`src/rtl/readout_capture_pkg.sv`:
```
// Shared types and sizing helpers for the readout capture path.
package readout_capture_pkg;

   typedef enum logic [2:0] {IDLE, ERASE, EXPOSE, READ, DONE} state_t;

   // FIFO entry layout, MSB first: {last, row, col, data}
   function automatic int entry_width(input int data_w, input int cols);
      return data_w + 1 + $clog2(cols) + 1;
   endfunction

   localparam int ENTRY_W = entry_width(8, 2);

endpackage

```
`src/rtl/sync_fifo.sv`:
```
// Synchronous FIFO with a registered head word that holds its value when empty.
module sync_fifo #(
   parameter int WIDTH = 8,
   parameter int DEPTH = 4
) (
   input  logic                     clk,
   input  logic                     rst_n,
   input  logic                     wr_en,
   input  logic [WIDTH-1:0]         wr_data,
   input  logic                     rd_en,
   output logic [WIDTH-1:0]         rd_data,
   output logic                     empty,
   output logic                     full,
   output logic [$clog2(DEPTH):0]   count
);

   localparam int PTR_W = $clog2(DEPTH);
   localparam int CNT_W = PTR_W + 1;

   logic [WIDTH-1:0] mem [DEPTH];
   logic [PTR_W-1:0] wr_ptr;
   logic [PTR_W-1:0] rd_ptr;
   logic [PTR_W-1:0] rd_ptr_nxt;
   logic [CNT_W-1:0] count_nxt;
   logic [WIDTH-1:0] head_nxt;
   logic             do_wr;
   logic             do_rd;

   assign empty      = (count == '0);
   assign full       = (count == CNT_W'(DEPTH));
   assign do_rd      = rd_en & ~empty;
   assign do_wr      = wr_en & (~full | do_rd);
   assign rd_ptr_nxt = rd_ptr + PTR_W'(do_rd);
   assign count_nxt  = count + CNT_W'(do_wr) - CNT_W'(do_rd);
   // A word written into the slot that becomes the head must bypass the array
   assign head_nxt   = (do_wr && (wr_ptr == rd_ptr_nxt)) ? wr_data : mem[rd_ptr_nxt];

   always_ff @(posedge clk or negedge rst_n) begin
      if (!rst_n) begin
         wr_ptr  <= '0;
         rd_ptr  <= '0;
         count   <= '0;
         rd_data <= '0;
      end else begin
         if (do_wr) wr_ptr <= wr_ptr + PTR_W'(1);
         rd_ptr <= rd_ptr_nxt;
         count  <= count_nxt;
         if (count_nxt != '0) rd_data <= head_nxt;
      end
   end

   always_ff @(posedge clk) begin
      if (do_wr) mem[wr_ptr] <= wr_data;
   end

endmodule

```
`src/rtl/readout_capture.sv`:
```
// Captures converted pixel rows on ADC strobes, serialises them into a FIFO
// and polices the erase/expose/read strobe sequence.
module readout_capture
   import readout_capture_pkg::*;
#(
   parameter int DATA_W     = 8,
   parameter int COLS       = 2,
   parameter int FIFO_DEPTH = 4
) (
   input  logic                     Clk,
   input  logic                     Reset,
   input  logic                     Erase,
   input  logic                     Expose,
   input  logic                     NRE_1,
   input  logic                     NRE_2,
   input  logic                     ADC,
   input  logic [DATA_W*COLS-1:0]   Pix_data,
   output logic [DATA_W-1:0]        Out_data,
   output logic                     Out_row,
   output logic [$clog2(COLS)-1:0]  Out_col,
   output logic                     Out_last,
   output logic                     Out_valid,
   input  logic                     Out_ready,
   output logic                     Frame_done,
   output logic                     Proto_err
);

   localparam int COL_W  = $clog2(COLS);
   localparam int FIFO_W = entry_width(DATA_W, COLS);
   localparam logic [COL_W-1:0] LAST_COL = COL_W'(COLS - 1);

   state_t                     state;
   state_t                     state_nxt;
   logic                       adc_q;
   logic                       erase_q;
   logic                       adc_rise;
   logic                       erase_rise;
   logic [1:0]                 row_done;
   logic                       one_low;
   logic                       row_sel;
   logic                       capture;
   logic                       adc_err;
   logic                       drop_err;
   logic                       expose_err;
   logic                       ser_vld_p0;
   logic [COL_W-1:0]           ser_col_p0;
   logic                       cap_row_p0;
   logic [DATA_W*COLS-1:0]     cap_data_p0;
   logic                       ser_last;
   logic [FIFO_W-1:0]          wr_entry;
   logic [FIFO_W-1:0]          rd_entry;
   logic                       fifo_empty;
   logic                       fifo_full;
   logic [$clog2(FIFO_DEPTH):0] fifo_count;

   assign adc_rise   = ADC & ~adc_q;
   assign erase_rise = Erase & ~erase_q;
   assign one_low    = NRE_1 ^ NRE_2;
   // With exactly one enable low, NRE_1 high means row 2 is being read
   assign row_sel    = NRE_1;
   assign adc_err    = adc_rise & ((state != READ) | ~one_low | row_done[row_sel] | ser_vld_p0);
   assign capture    = adc_rise & ~Erase & ~adc_err;
   assign expose_err = (state == IDLE) & ~Erase & Expose;
   assign drop_err   = ser_vld_p0 & fifo_full & ~Out_ready;

   always_comb begin
      state_nxt  = state;
      Frame_done = 1'b0;
      case (state)
         IDLE:    state_nxt = IDLE;
         ERASE:   if (Expose) state_nxt = EXPOSE;
         EXPOSE:  if (!Expose) state_nxt = READ;
         READ:    if ((row_done == 2'b11) && !ser_vld_p0) state_nxt = DONE;
         DONE: begin
            Frame_done = 1'b1;
            state_nxt  = IDLE;
         end
         default: state_nxt = IDLE;
      endcase
      if (Erase) state_nxt = ERASE;
   end

   always_ff @(posedge Clk or negedge Reset) begin
      if (!Reset) begin
         state      <= IDLE;
         adc_q      <= 1'b0;
         erase_q    <= 1'b0;
         row_done   <= '0;
         ser_vld_p0 <= 1'b0;
         ser_col_p0 <= '0;
         cap_row_p0 <= 1'b0;
         Proto_err  <= 1'b0;
      end else begin
         state   <= state_nxt;
         adc_q   <= ADC;
         erase_q <= Erase;
         if (Erase) row_done <= '0;
         else if (capture) row_done[row_sel] <= 1'b1;
         // Erase aborts the serialiser but leaves queued words alone
         if (Erase) begin
            ser_vld_p0 <= 1'b0;
         end else if (capture) begin
            ser_vld_p0 <= 1'b1;
            ser_col_p0 <= '0;
            cap_row_p0 <= row_sel;
         end else if (ser_vld_p0) begin
            if (ser_col_p0 == LAST_COL) ser_vld_p0 <= 1'b0;
            else ser_col_p0 <= ser_col_p0 + COL_W'(1);
         end
         if (adc_err | drop_err | expose_err) Proto_err <= 1'b1;
         else if (erase_rise) Proto_err <= 1'b0;
      end
   end

   // stage p0: captured row, walked out one column per cycle
   always_ff @(posedge Clk) begin
      if (capture) cap_data_p0 <= Pix_data;
   end

   assign ser_last = cap_row_p0 & (ser_col_p0 == LAST_COL);
   assign wr_entry = {ser_last, cap_row_p0, ser_col_p0,
                      cap_data_p0[ser_col_p0*DATA_W +: DATA_W]};

   sync_fifo #(
      .WIDTH (FIFO_W),
      .DEPTH (FIFO_DEPTH)
   ) u_fifo (
      .clk     (Clk),
      .rst_n   (Reset),
      .wr_en   (ser_vld_p0),
      .wr_data (wr_entry),
      .rd_en   (Out_ready),
      .rd_data (rd_entry),
      .empty   (fifo_empty),
      .full    (fifo_full),
      .count   (fifo_count)
   );

   assign Out_valid = ~fifo_empty;
   assign Out_data  = rd_entry[DATA_W-1:0];
   assign Out_col   = rd_entry[DATA_W +: COL_W];
   assign Out_row   = rd_entry[DATA_W + COL_W];
   assign Out_last  = rd_entry[DATA_W + COL_W + 1];

endmodule

```
`config.mk`:
```
export PLATFORM = sky130hd
export DESIGN_NAME = readout_capture
export DESIGN_NICKNAME = d
export VERILOG_FILES = /design/src/rtl/readout_capture_pkg.sv /design/src/rtl/sync_fifo.sv /design/src/rtl/readout_capture.sv
export SDC_FILE = /design/constraint.sdc
export NUM_CORES = 1
export LEC_CHECK = 0
export CAP_MARGIN = 20
export CORE_MARGIN = 3
export CORE_UTILIZATION = 27
export DETAILED_ROUTE_END_ITERATION = 8
export SLEW_MARGIN = 0
export SYNTH_ARGS = -nofsm -noshare
export SYNTH_HDL_FRONTEND = slang
export SYNTH_HIERARCHICAL = 1
export SYNTH_SLANG_ARGS = --single-unit
```
`constraint.sdc`:
```
create_clock -name Clk -period 2.7 [get_ports Clk]
set_input_delay 0.54 -clock Clk [delete_from_list [all_inputs] [get_ports Clk]]
set_output_delay 0.54 -clock Clk [all_outputs]
set_load 0.05 [all_outputs]
```
==> metrics, run 1 <==
areal power density over the cells=between 1000 and 1500 nW/µm²; data arrival time of the worst path=approximately 3.1 ns; most frequently used flop master after synthesis=sky130_fd_sc_hd__edfxtp_1; clock buffer depth=2; Critical Path Sink Type=flop; worst slack at placement=-0.836 ns; worst max-slew margin expressed relative to the limit=roughly 55%; sequential area share after synthesis=between 60% and 70%; Remaining DRCs=0; core footprint=about 13000 µm²; Initial Util=between 20 and 30%; Boundary Pins=38; number of nets in the synthesized netlist=between 200 and 250; violated checks=negative setup slack; share of the clock period used by the worst path after layout=106%; Distinct cells, synth=between 40 and 50; initial antenna violation count=0; first-pass iteration count of the detailed router=4; pin count of the biggest net entering global routing=30; most instantiated library cell after synthesis=sky130_fd_sc_hd__edfxtp_1; cell type with the highest aggregate area in the netlist=sky130_fd_sc_hd__edfxtp_1; number of register bits inferred by synthesis=between 80 and 90; number of input and output port buffers inserted=37; Die Wd=124 µm; fraction of registers with async set/reset=roughly 33%; root buffer cell=sky130_fd_sc_hd__clkbuf_16; commonest cells in the synthesized netlist=sky130_fd_sc_hd__edfxtp_1 (60), sky130_fd_sc_hd__dfrtp_1 (29), sky130_fd_sc_hd__mux2_2 (20), sky130_fd_sc_hd__mux4_2 (11); vias per std cell=around 4.4; Sinks on Clock Net=89; Final ANT Viol Nets=0; critical path data required time=approximately 2.9 ns; total gr overflow=0; Startpoint Class=flop; total half-perimeter wirelength after legalization and detailed placement=4650 µm; wire length of the first global-routing pass=approximately 11000 µm; post-route worst setup slack=-0.160 ns; slew at the pin with the worst max-slew slack=0.679 ns; slowest library cell on the worst path=sky130_fd_sc_hd__or4b_4; Crit path largest cell delay=around 0.55 ns; num rows=42; clock latency of the later-clocked register in the worst-skew pair=0.34 ns; Chip Height=124 µm; ranking of synthesized cells by area=sky130_fd_sc_hd__edfxtp_1 (48%), sky130_fd_sc_hd__dfrtp_1 (19%), sky130_fd_sc_hd__mux4_2 (6.6%); Diodes inserted=0; warnings from Yosys=6; run status=finished, violations left; final instance count without filler cells=approximately 450; worst ir drop on vdd=a little over 300 µV; cell chain of the critical path=or4b_4, and2_4, nand2_2, nand2_2, ha_4, fa_2, xnor2_2, xnor2_2, nor3_2, buf_4, buf_12, mux2_4; die outline area=around 15000 µm²; final period demand of the worst path=around 2.9 ns; Layout area overhead=30.2%; vias in the first global route=2111; final-report setup violation count=11; Total Nets Final=302; cell count after synthesis=slightly above 200; Final Hold Vio Count=0; number of H-tree branching levels=3; count of flip-flops with a built-in enable after synthesis=60; Post-Route WL=around 7000 µm; post-place instance area=4450 µm²; worst hold-check slack=0.516 ns; Mapped Area=3750 µm²; Max Slew Vio Count=0; unrepaired setup endpoints after global routing=yes; TritonCTS clock tree=done; wire per inst=between 15 and 20 µm; via count=around 2000; clk_skew=~0.0091 ns; total non-filler cell area in the finished layout=approximately 4900 µm²; number of fillers in the final layout=between 1000 and 1500; Clock Pin Slew Worst Setup and Hold Paths=0.06 ns; number of buffers inserted during clock tree synthesis=9; Tightest Hold Check Type=reg -> reg; gp weighted congestion=0.720; max-cap violations=0; Fmax achieved=about 350 MHz; post-layout power=between 5 and 6 mW; Worst Path Max Fanout=6; Post-Syn Area per Cell=approximately 18 µm²; critical setup path kind=reg -> reg; initial detailed-routing violation count=89; layout cells sized above 1=35.9%; number of placed instances, taps included=approximately 430; fraction of post-synthesis cell area in the top cell type by area=48.0%; Post-CTS Hold Fix Bufs=0; cell leakage power=1.85 nW; Tot GR Track Use=between 10% and 20%
[worst max-delay path: cells and delay by family (launching register included)]
kind                     cells  cell delay, ns
adder cells (fa/ha/maj)      2            0.51
buffers and inverters        2            0.31
flip-flops                   1            0.39
XOR/XNOR                     2            0.30
multiplexers                 1            0.30
AND/OR/NAND/NOR              5            0.92
[through the flow]
stage                     util, %  setup TNS (ns)
final                        36.5           -1.67
after global routing         36.5           -2.69
after CTS                    36.1           -2.88
after detailed placement     33.2           -9.12
after global placement       33.2           -8.24
after floorplan                 -           -3.11
[final timing paths]
check	slack, ns	depth (start not counted)	to	startpoint
min in group asynchronous	0.61	2	u_fifo/count[0]$_DFF_PN0_	Reset
hold reg to reg	0.52	1	u_fifo/rd_data[4]$_DFFE_PN0P_	u_fifo/rd_data[4]$_DFFE_PN0P_
setup / recovery	-0.16	12	u_fifo/rd_data[0]$_DFFE_PN0P_	u_fifo/count[1]$_DFF_PN0_
hold / removal	0.52	1	u_fifo/rd_data[4]$_DFFE_PN0P_	u_fifo/rd_data[4]$_DFFE_PN0P_
max in group asynchronous	1.81	2	u_fifo/rd_ptr[0]$_DFF_PN0_	Reset
setup reg to reg	-0.16	12	u_fifo/rd_data[0]$_DFFE_PN0P_	u_fifo/count[1]$_DFF_PN0_
[power breakdown]
part / switching [mW] / internal [mW] / leakage, nW
clock: 0.523 / 0.729 / 0.144
combinational: 1.03 / 1.35 / 0.825
sequential: 0.146 / 1.67 / 0.881
total: 1.70 / 3.74 / 1.85
[timing repair]
| item | in CTS | in global routing |
|---|---|---|
| buffers inserted | 1 | 2 |
| pin swaps | 6 | 8 |
| setup endpoints to repair | 11 | 11 |
| gates resized for setup | 21 | 9 |
| cloned | 1 | 0 |
| hold endpoints to repair | 0 | 0 |
[cell usage in the layout, fill, tap and decap left out, types with 2 or more instances in the layout]
cell                               n
sky130_fd_sc_hd__edfxtp_1         60
sky130_fd_sc_hd__clkdlybuf4s50_1  36
sky130_fd_sc_hd__dfrtp_1          29
sky130_fd_sc_hd__mux2_4           21
sky130_fd_sc_hd__buf_4            20
sky130_fd_sc_hd__mux4_2           11
sky130_fd_sc_hd__inv_1            10
sky130_fd_sc_hd__mux2_2            9
sky130_fd_sc_hd__clkbuf_16         9
sky130_fd_sc_hd__o21ai_0           5
sky130_fd_sc_hd__ha_1              5
sky130_fd_sc_hd__and3_1            4
sky130_fd_sc_hd__xnor2_1           3
sky130_fd_sc_hd__inv_6             3
sky130_fd_sc_hd__nor2_1            2
sky130_fd_sc_hd__nor3b_2           2
sky130_fd_sc_hd__nand2b_1          2
sky130_fd_sc_hd__o21bai_1          2
sky130_fd_sc_hd__nor3b_1           2
sky130_fd_sc_hd__nand3b_1          2
sky130_fd_sc_hd__nand2_1           2
sky130_fd_sc_hd__nor3_2            2
sky130_fd_sc_hd__nand2_2           2
sky130_fd_sc_hd__xnor2_2           2
sky130_fd_sc_hd__buf_12            2
[sequential cells by signal, indices dropped and copies added, names as in the netlist]
register / count
Proto_err: 1
adc_q: 1
cap_data_p0: 16
cap_row_p0: 1
erase_q: 1
row_done: 2
ser_col_p0: 1
ser_vld_p0: 1
state: 3
u_fifo/count: 3
u_fifo/mem: 44
u_fifo/rd_data: 11
u_fifo/rd_ptr: 2
u_fifo/wr_ptr: 2
[final cells by class]
type / instances / area, µm² / area share, %
repair buffers: 60 / 571 / 11.7
well taps: 176 / 220 / 4.50
multi-input cells: 101 / 1230 / 25.2
clock inverters: 6 / 72.6 / 1.48
flip-flops and latches: 89 / 2530 / 51.7
clock buffers: 10 / 229 / 4.68
inverters: 10 / 37.5 / 0.768
[cells by family (layout without fill, tap and decap cells)]
kind of cell             Yosys count  count (layout)  share of synthesized area, %
AO/OA/AOI/OAI                     14              14                          2.73
XOR/XNOR                           7               7                          2.00
adder cells (fa/ha/maj)            7               7                          2.53
buffers and inverters             16              86                          2.43
flip-flops                        89              89                          67.3
multiplexers                      41              41                          16.6
AND/OR/NAND/NOR                   32              32                          6.37
[metal layers]
layer  track usage, %  wire length (µm)  part of all wire, %
met5                0                 0                    0
met4             3.29                79                  1.1
met3             3.32               287                  4.1
met2             17.1              3700                   52
met1             12.1              2980                   42
(Power assumes the default switching activity.)
==> inputs of run 2 (changes only) <==
--- a/config.mk
+++ b/config.mk
@@ -6,6 +6,7 @@
 export NUM_CORES = 1
 export LEC_CHECK = 0
 export CAP_MARGIN = 20
+export CORE_ASPECT_RATIO = 0.9
 export CORE_MARGIN = 3
 export CORE_UTILIZATION = 27
 export DETAILED_ROUTE_END_ITERATION = 8
==> run 2 against run 1 <==
- the run still ends with negative setup slack left
- design area shrank 0.82%
- count of clock-buffer cells in the layout is 1 lower
- maximum frequency about the same
- wire length down 0.64%
- worst setup slack about the same
- via count shrank 2.1%
- critical path type is now in -> reg
==> metrics, run 2 (synthesis results as in run 1) <==
layout cells sized above 1=35.9%; unrepaired setup endpoints after global routing=yes; total gr overflow=0; detailed-route wire length on metal 1=~3200 µm; Max Slew Vio Count=0; Initial Util=between 20% and 30%; Tightest Hold Check Type=reg -> reg; initial antenna violation count=0; met3 wire length=around 300 µm; Diodes inserted=0; TritonCTS clock tree=done; wire per inst=15.8 µm; leading cell type in the layout, fill and taps excluded=sky130_fd_sc_hd__edfxtp_1; clock buffer depth=2; gp weighted congestion=0.728; slew at the pin with the worst max-slew slack=roughly 0.66 ns; num rows=40; max-cap violations=0; Boundary Pins=38; number of placed instances, taps included=~420; pin count of the biggest net entering global routing=30; Tot GR Track Use=9.76%; share of the clock period used by the worst path after layout=106%; final-report setup violation count=11; Post-Route WL=roughly 7000 µm; data arrival time of the worst path=3.08 ns; Largest regs=u_fifo/mem: 44 flops, cap_data_p0: 16 flops, u_fifo/rd_data: 11 flops; Final ANT Viol Nets=0; final instance count without filler cells=444; via count=roughly 1900; Total Nets Final=~300; critical setup path kind=in -> reg; Remaining DRCs=0; cell leakage power=1.84 nW; post-layout power=between 5 and 6 mW; Chip Height=118 µm; worst max-slew margin expressed relative to the limit=roughly 56%; Post-CTS Hold Fix Bufs=0; final period demand of the worst path=between 2 and 3 ns; cell chain of the critical path=clkdlybuf4s15_1, or4b_4, and2_4, nand2_2, nand2_2, ha_4, fa_2, xnor2_2, xnor2_2, nor3_2, buf_4, buf_8, mux2_4; worst ir drop on vdd=between 300 and 400 µV; die outline area=roughly 15000 µm²; setup slack, reg-to-reg=-0.16 ns; post-route worst setup slack=-0.160 ns; max reg flops=between 40 and 50; first-pass iteration count of the detailed router=4; vias in the first global route=roughly 2100; Final Hold Vio Count=0; Fmax achieved=about 350 MHz; core footprint=around 13000 µm²; Clock Pin Slew Worst Setup and Hold Paths=0.07 ns; met2 WL=~3400 µm; wire length of the first global-routing pass=roughly 11000 µm; initial detailed-routing violation count=74; slowest library cell on the worst path=sky130_fd_sc_hd__or4b_4; total half-perimeter wirelength after legalization and detailed placement=about 4800 µm; Crit path largest cell delay=0.53 ns; clk_skew=just under 0.009 ns; Worst Path Max Fanout=6; Biggest register=u_fifo/mem; clock latency of the later-clocked register in the worst-skew pair=between 0.3 and 0.4 ns; Critical Path Sink Type=flop; Layout area overhead=29.2%; vias per std cell=roughly 4.4; critical path data required time=2.92 ns; run status=finished, violations left; violated checks=negative setup slack; leading cell types in the layout, fill and taps excluded=sky130_fd_sc_hd__edfxtp_1 (60), sky130_fd_sc_hd__clkdlybuf4s50_1 (36), sky130_fd_sc_hd__dfrtp_1 (28), sky130_fd_sc_hd__buf_4 (21), sky130_fd_sc_hd__mux2_4 (21); number of buffers inserted during clock tree synthesis=9; Sinks on Clock Net=between 80 and 90; number of H-tree branching levels=3; Top Layer Used=met4; number of input and output port buffers inserted=37; root buffer cell=sky130_fd_sc_hd__clkbuf_16; Startpoint Class=input port; areal power density over the cells=~1100 nW/µm²; Die Wd=around 130 µm
-- run 2: what timing repair did --
action,CTS,global route
pin swaps,5,7
setup buffers,2,2
cloned,1,0
gates resized for setup,10,17
endpoints found under the setup margin,11,11
-- run 2: critical path: cells and delay by family --
family | cells | cell delay, ns
buf+inv | 3 | 0.47
fa+ha+maj | 2 | 0.50
xor+xnor | 2 | 0.31
simple gates | 5 | 0.96
mux | 1 | 0.30
-- run 2: per-stage QoR --
stage | setup TNS, ns | hold slack, ns | utilization [%] | setup slack (ns) | area (µm²)
floorplan | -3.11 | 0.244 | - | -0.300 | 3760
global placement | -7.65 | 0.493 | 32.8 | -0.696 | 4420
detailed placement | -8.09 | 0.497 | 32.8 | -0.741 | 4420
CTS | -1.59 | 0.512 | 35.4 | -0.149 | 4770
global route | -2.92 | 0.530 | 36.0 | -0.273 | 4850
finish | -1.66 | 0.511 | 36.0 | -0.160 | 4850
-- run 2: final timing paths --
| check | depth (start not counted) | startpoint | to |
|---|---|---|---|
| max | 13 | Out_ready | u_fifo/rd_data[8]$_DFFE_PN0P_ |
| min | 1 | u_fifo/rd_data[9]$_DFFE_PN0P_ | u_fifo/rd_data[9]$_DFFE_PN0P_ |
| max reg2reg | 12 | u_fifo/count[0]$_DFF_PN0_ | u_fifo/rd_data[8]$_DFFE_PN0P_ |
| min reg2reg | 1 | u_fifo/rd_data[9]$_DFFE_PN0P_ | u_fifo/rd_data[9]$_DFFE_PN0P_ |
| max in group asynchronous | 2 | Reset | u_fifo/count[2]$_DFF_PN0_ |
| min in group asynchronous | 2 | Reset | u_fifo/rd_data[5]$_DFFE_PN0P_ |
-- run 2: area by class of cell --
type | count | area (µm²)
multi-input combinational | 101 | 1220
tap | 168 | 210
clock buffer | 9 | 225
fill | 1261 | 8610
inverter | 10 | 37.5
timing repair buffer | 60 | 554
sequential | 89 | 2530
clock inverter | 7 | 68.8
-- run 2: routing by layer --
metal | GRT usage (%) | up-vias
met3 | 2.81 | 11
li1 | - | 920
met4 | 4.29 | 0
met5 | 0 | -
met1 | 12.5 | 969
met2 | 15.2 | 38
-- run 2: where the power goes --
group | switching [mW] | internal (mW)
clock | 0.562 | 0.653
combinational | 1.02 | 1.28
sequential | 0.144 | 1.67
==> inputs of run 3 (changes only) <==
==> constraint.sdc (replaced) <==
create_clock -name Clk -period 3.7 [get_ports Clk]
set_input_delay 0.74 -clock Clk [delete_from_list [all_inputs] [get_ports Clk]]
set_output_delay 0.74 -clock Clk [all_outputs]
set_load 0.05 [all_outputs]
==> run 3 against run 2 <==
- critical path type unchanged
- worst hold slack got worse by 0.0044 ns
- count of clock-buffer cells in the layout rose by 1
- design area is 4.2% lower
- sequential share of layout area up 2.3 points
- clock skew fell by 0.0039 ns
- first-iteration DRC count fell by 39%
- global-route usage shrank 0.47 points
- the run now ends clean
==> metrics, run 3 (synthesis results as in run 1) <==
Total Nets Final=between 200 and 300; Post-Route WL=roughly 6500 µm; Boundary Pins=38; leading cell type in the layout, fill and taps excluded=sky130_fd_sc_hd__edfxtp_1; Die Wd=130 µm; startpoint of the worst-slack reg-to-reg timing path=u_fifo/count[1]$_DFF_PN0_; total gr overflow=0; total non-filler cell area in the finished layout=about 4600 µm²; leading cell types in the layout, fill and taps excluded=sky130_fd_sc_hd__edfxtp_1 (60), sky130_fd_sc_hd__clkdlybuf4s50_1 (37), sky130_fd_sc_hd__dfrtp_1 (29), sky130_fd_sc_hd__mux2_2 (20), sky130_fd_sc_hd__mux4_2 (11); clock latency of the later-clocked register in the worst-skew pair=approximately 0.34 ns; number of placed instances, taps included=411; wire length of the first global-routing pass=between 10000 and 15000 µm; number of input and output port buffers inserted=37; Remaining DRCs=0; areal power density over the cells=about 790 nW/µm²; first-pass iteration count of the detailed router=4; Sinks on Clock Net=between 80 and 90; Resized Gates After CTS=0; Worst Setup EP=u_fifo/rd_data[6]$_DFFE_PN0P_; initial antenna violation count=0; clock buffer depth=2; Post-CTS Hold Fix Bufs=0; worst ir drop on vdd=274 µV; slew at the pin with the worst max-slew slack=between 0.6 and 0.7 ns; Diodes inserted=0; Critical Path Sink Type=flop; critical path data required time=3.92 ns; core occupancy in the finished layout=between 30% and 40%; Largest regs=u_fifo/mem: 44 flops, cap_data_p0: 16 flops, u_fifo/rd_data: 11 flops; root buffer cell=sky130_fd_sc_hd__clkbuf_16; final instance count without filler cells=427; TritonCTS clock tree=done; Layout area overhead=23.7%; worst hold-check slack=just over 0.5 ns; final period demand of the worst path=around 3.3 ns; power share of the sequential group=36.3%; Chip Height=between 100 and 150 µm; die outline area=15400 µm²; post-layout power=around 3.6 mW; r2r worst-path depth=11; Initial Util=between 20% and 30%; internal power of the cells=2.52 mW; worst max-slew margin expressed relative to the limit=a little under three fifths; vias in the first global route=slightly above 2000; post-place instance area=between 4000 and 5000 µm²; Tightest Hold Check Type=reg -> reg; combinational power share=~37%; share of the clock period used by the worst path after layout=between 80% and 90%; fraction of power spent switching nets=a little under a third; Worst Path Max Fanout=11; max reg flops=44; clk_skew=a little over 0.005 ns; total half-perimeter wirelength after legalization and detailed placement=about 4500 µm; worst slack at placement=around 0.013 ns; vias per std cell=~4.4; initial detailed-routing violation count=45; core footprint=approximately 13000 µm²; share of total power in the clock network=26.3%; pin count of the biggest net entering global routing=30; number of H-tree branching levels=3; Final Hold Vio Count=0; cell leakage power=~1.7 nW; post-route worst setup slack=between 0.3 and 0.4 ns; Final ANT Viol Nets=0; run status=finished clean; Max Slew Vio Count=0; layout cells sized above 1=a little over a quarter; Startpoint Class=input port; max-cap violations=0; setup slack, reg-to-reg=between 0.7 and 0.8 ns; gp weighted congestion=between 0.7 and 0.8; Clock Pin Slew Worst Setup and Hold Paths=0.06 ns; Biggest register=u_fifo/mem; wire per inst=around 15 µm; setup total negative slack=0 ns; critical setup path kind=in -> reg; via count=approximately 1900; Fmax achieved=302 MHz; final-report setup violation count=0; worst setup path startpoint=Out_ready; number of buffers inserted during clock tree synthesis=9; num rows=40; Tot GR Track Use=under 10%; net switching power of the design=~1.1 mW; Post-CTS Setup Bufs=0; capturing point of the worst reg2reg path=u_fifo/rd_data[6]$_DFFE_PN0P_; unrepaired setup endpoints after global routing=no; data arrival time of the worst path=roughly 3.5 ns
run 3: cell types whose count changed in the layout (fill, tap and decap cells not counted), moves of 3 or more:
cell / previous run / this run
sky130_fd_sc_hd__mux2_2: 9 / 20
sky130_fd_sc_hd__mux2_4: 21 / 10
sky130_fd_sc_hd__buf_4: 21 / 6
sky130_fd_sc_hd__inv_8: 3 / 0
run 3: how the worst min path moves through the flow:
| stage | start | endpoint | slack [ns] | cells after the start |
|---|---|---|---|---|
| floorplan | Reset | Proto_err$_DFFE_PN0P_ | 0.44 | 0 |
| global placement | u_fifo/rd_data[7]$_DFFE_PN0P_ | u_fifo/rd_data[7]$_DFFE_PN0P_ | 0.49 | 1 |
| detailed placement | u_fifo/rd_data[5]$_DFFE_PN0P_ | u_fifo/rd_data[5]$_DFFE_PN0P_ | 0.50 | 1 |
| CTS | u_fifo/rd_data[5]$_DFFE_PN0P_ | u_fifo/rd_data[5]$_DFFE_PN0P_ | 0.52 | 1 |
| global route | u_fifo/rd_data[8]$_DFFE_PN0P_ | u_fifo/rd_data[8]$_DFFE_PN0P_ | 0.53 | 1 |
| finish | u_fifo/rd_data[5]$_DFFE_PN0P_ | u_fifo/rd_data[5]$_DFFE_PN0P_ | 0.51 | 1 |
run 3: metal layers:
metal	up-vias	global-route usage, %	wire, µm
met5	-	0	0
met4	0	3.90	122
met3	9	3.18	290
met2	36	13.9	3110
met1	947	12.2	2970
li1	889	-	-
run 3: cell type report:
type | count | area, µm²
clock inverter | 6 | 90.1
tap | 168 | 210
clock buffer | 10 | 229
fill | 1294 | 8820
sequential | 89 | 2530
inverter | 10 | 37.5
multi-input combinational | 101 | 1130
timing repair buffer | 43 | 415
run 3: critical path, cell delays in order:
cell                              delay (ns)
sky130_fd_sc_hd__clkdlybuf4s50_1        0.44
sky130_fd_sc_hd__or4b_4                 0.49
sky130_fd_sc_hd__and2_1                 0.19
sky130_fd_sc_hd__nand2_1                0.07
sky130_fd_sc_hd__nand2_1                0.05
sky130_fd_sc_hd__ha_1                   0.19
sky130_fd_sc_hd__fa_1                   0.37
sky130_fd_sc_hd__xnor2_1                0.14
sky130_fd_sc_hd__xnor2_1                0.14
sky130_fd_sc_hd__nor3_1                 0.14
sky130_fd_sc_hd__buf_4                  0.22
sky130_fd_sc_hd__mux2_2                 0.35
run 3: power by group through the flow:
stage          clock network [mW]  logic, mW  registers (mW)
5_1_grt                      1.04       1.47            1.34
3_5_place_dp                    0       1.39            1.35
4_1_cts                     0.989       1.39            1.33
6_report                    0.960       1.36            1.32
3_3_place_gp                    0       1.36            1.34
2_1_floorplan                   0      0.849            1.53
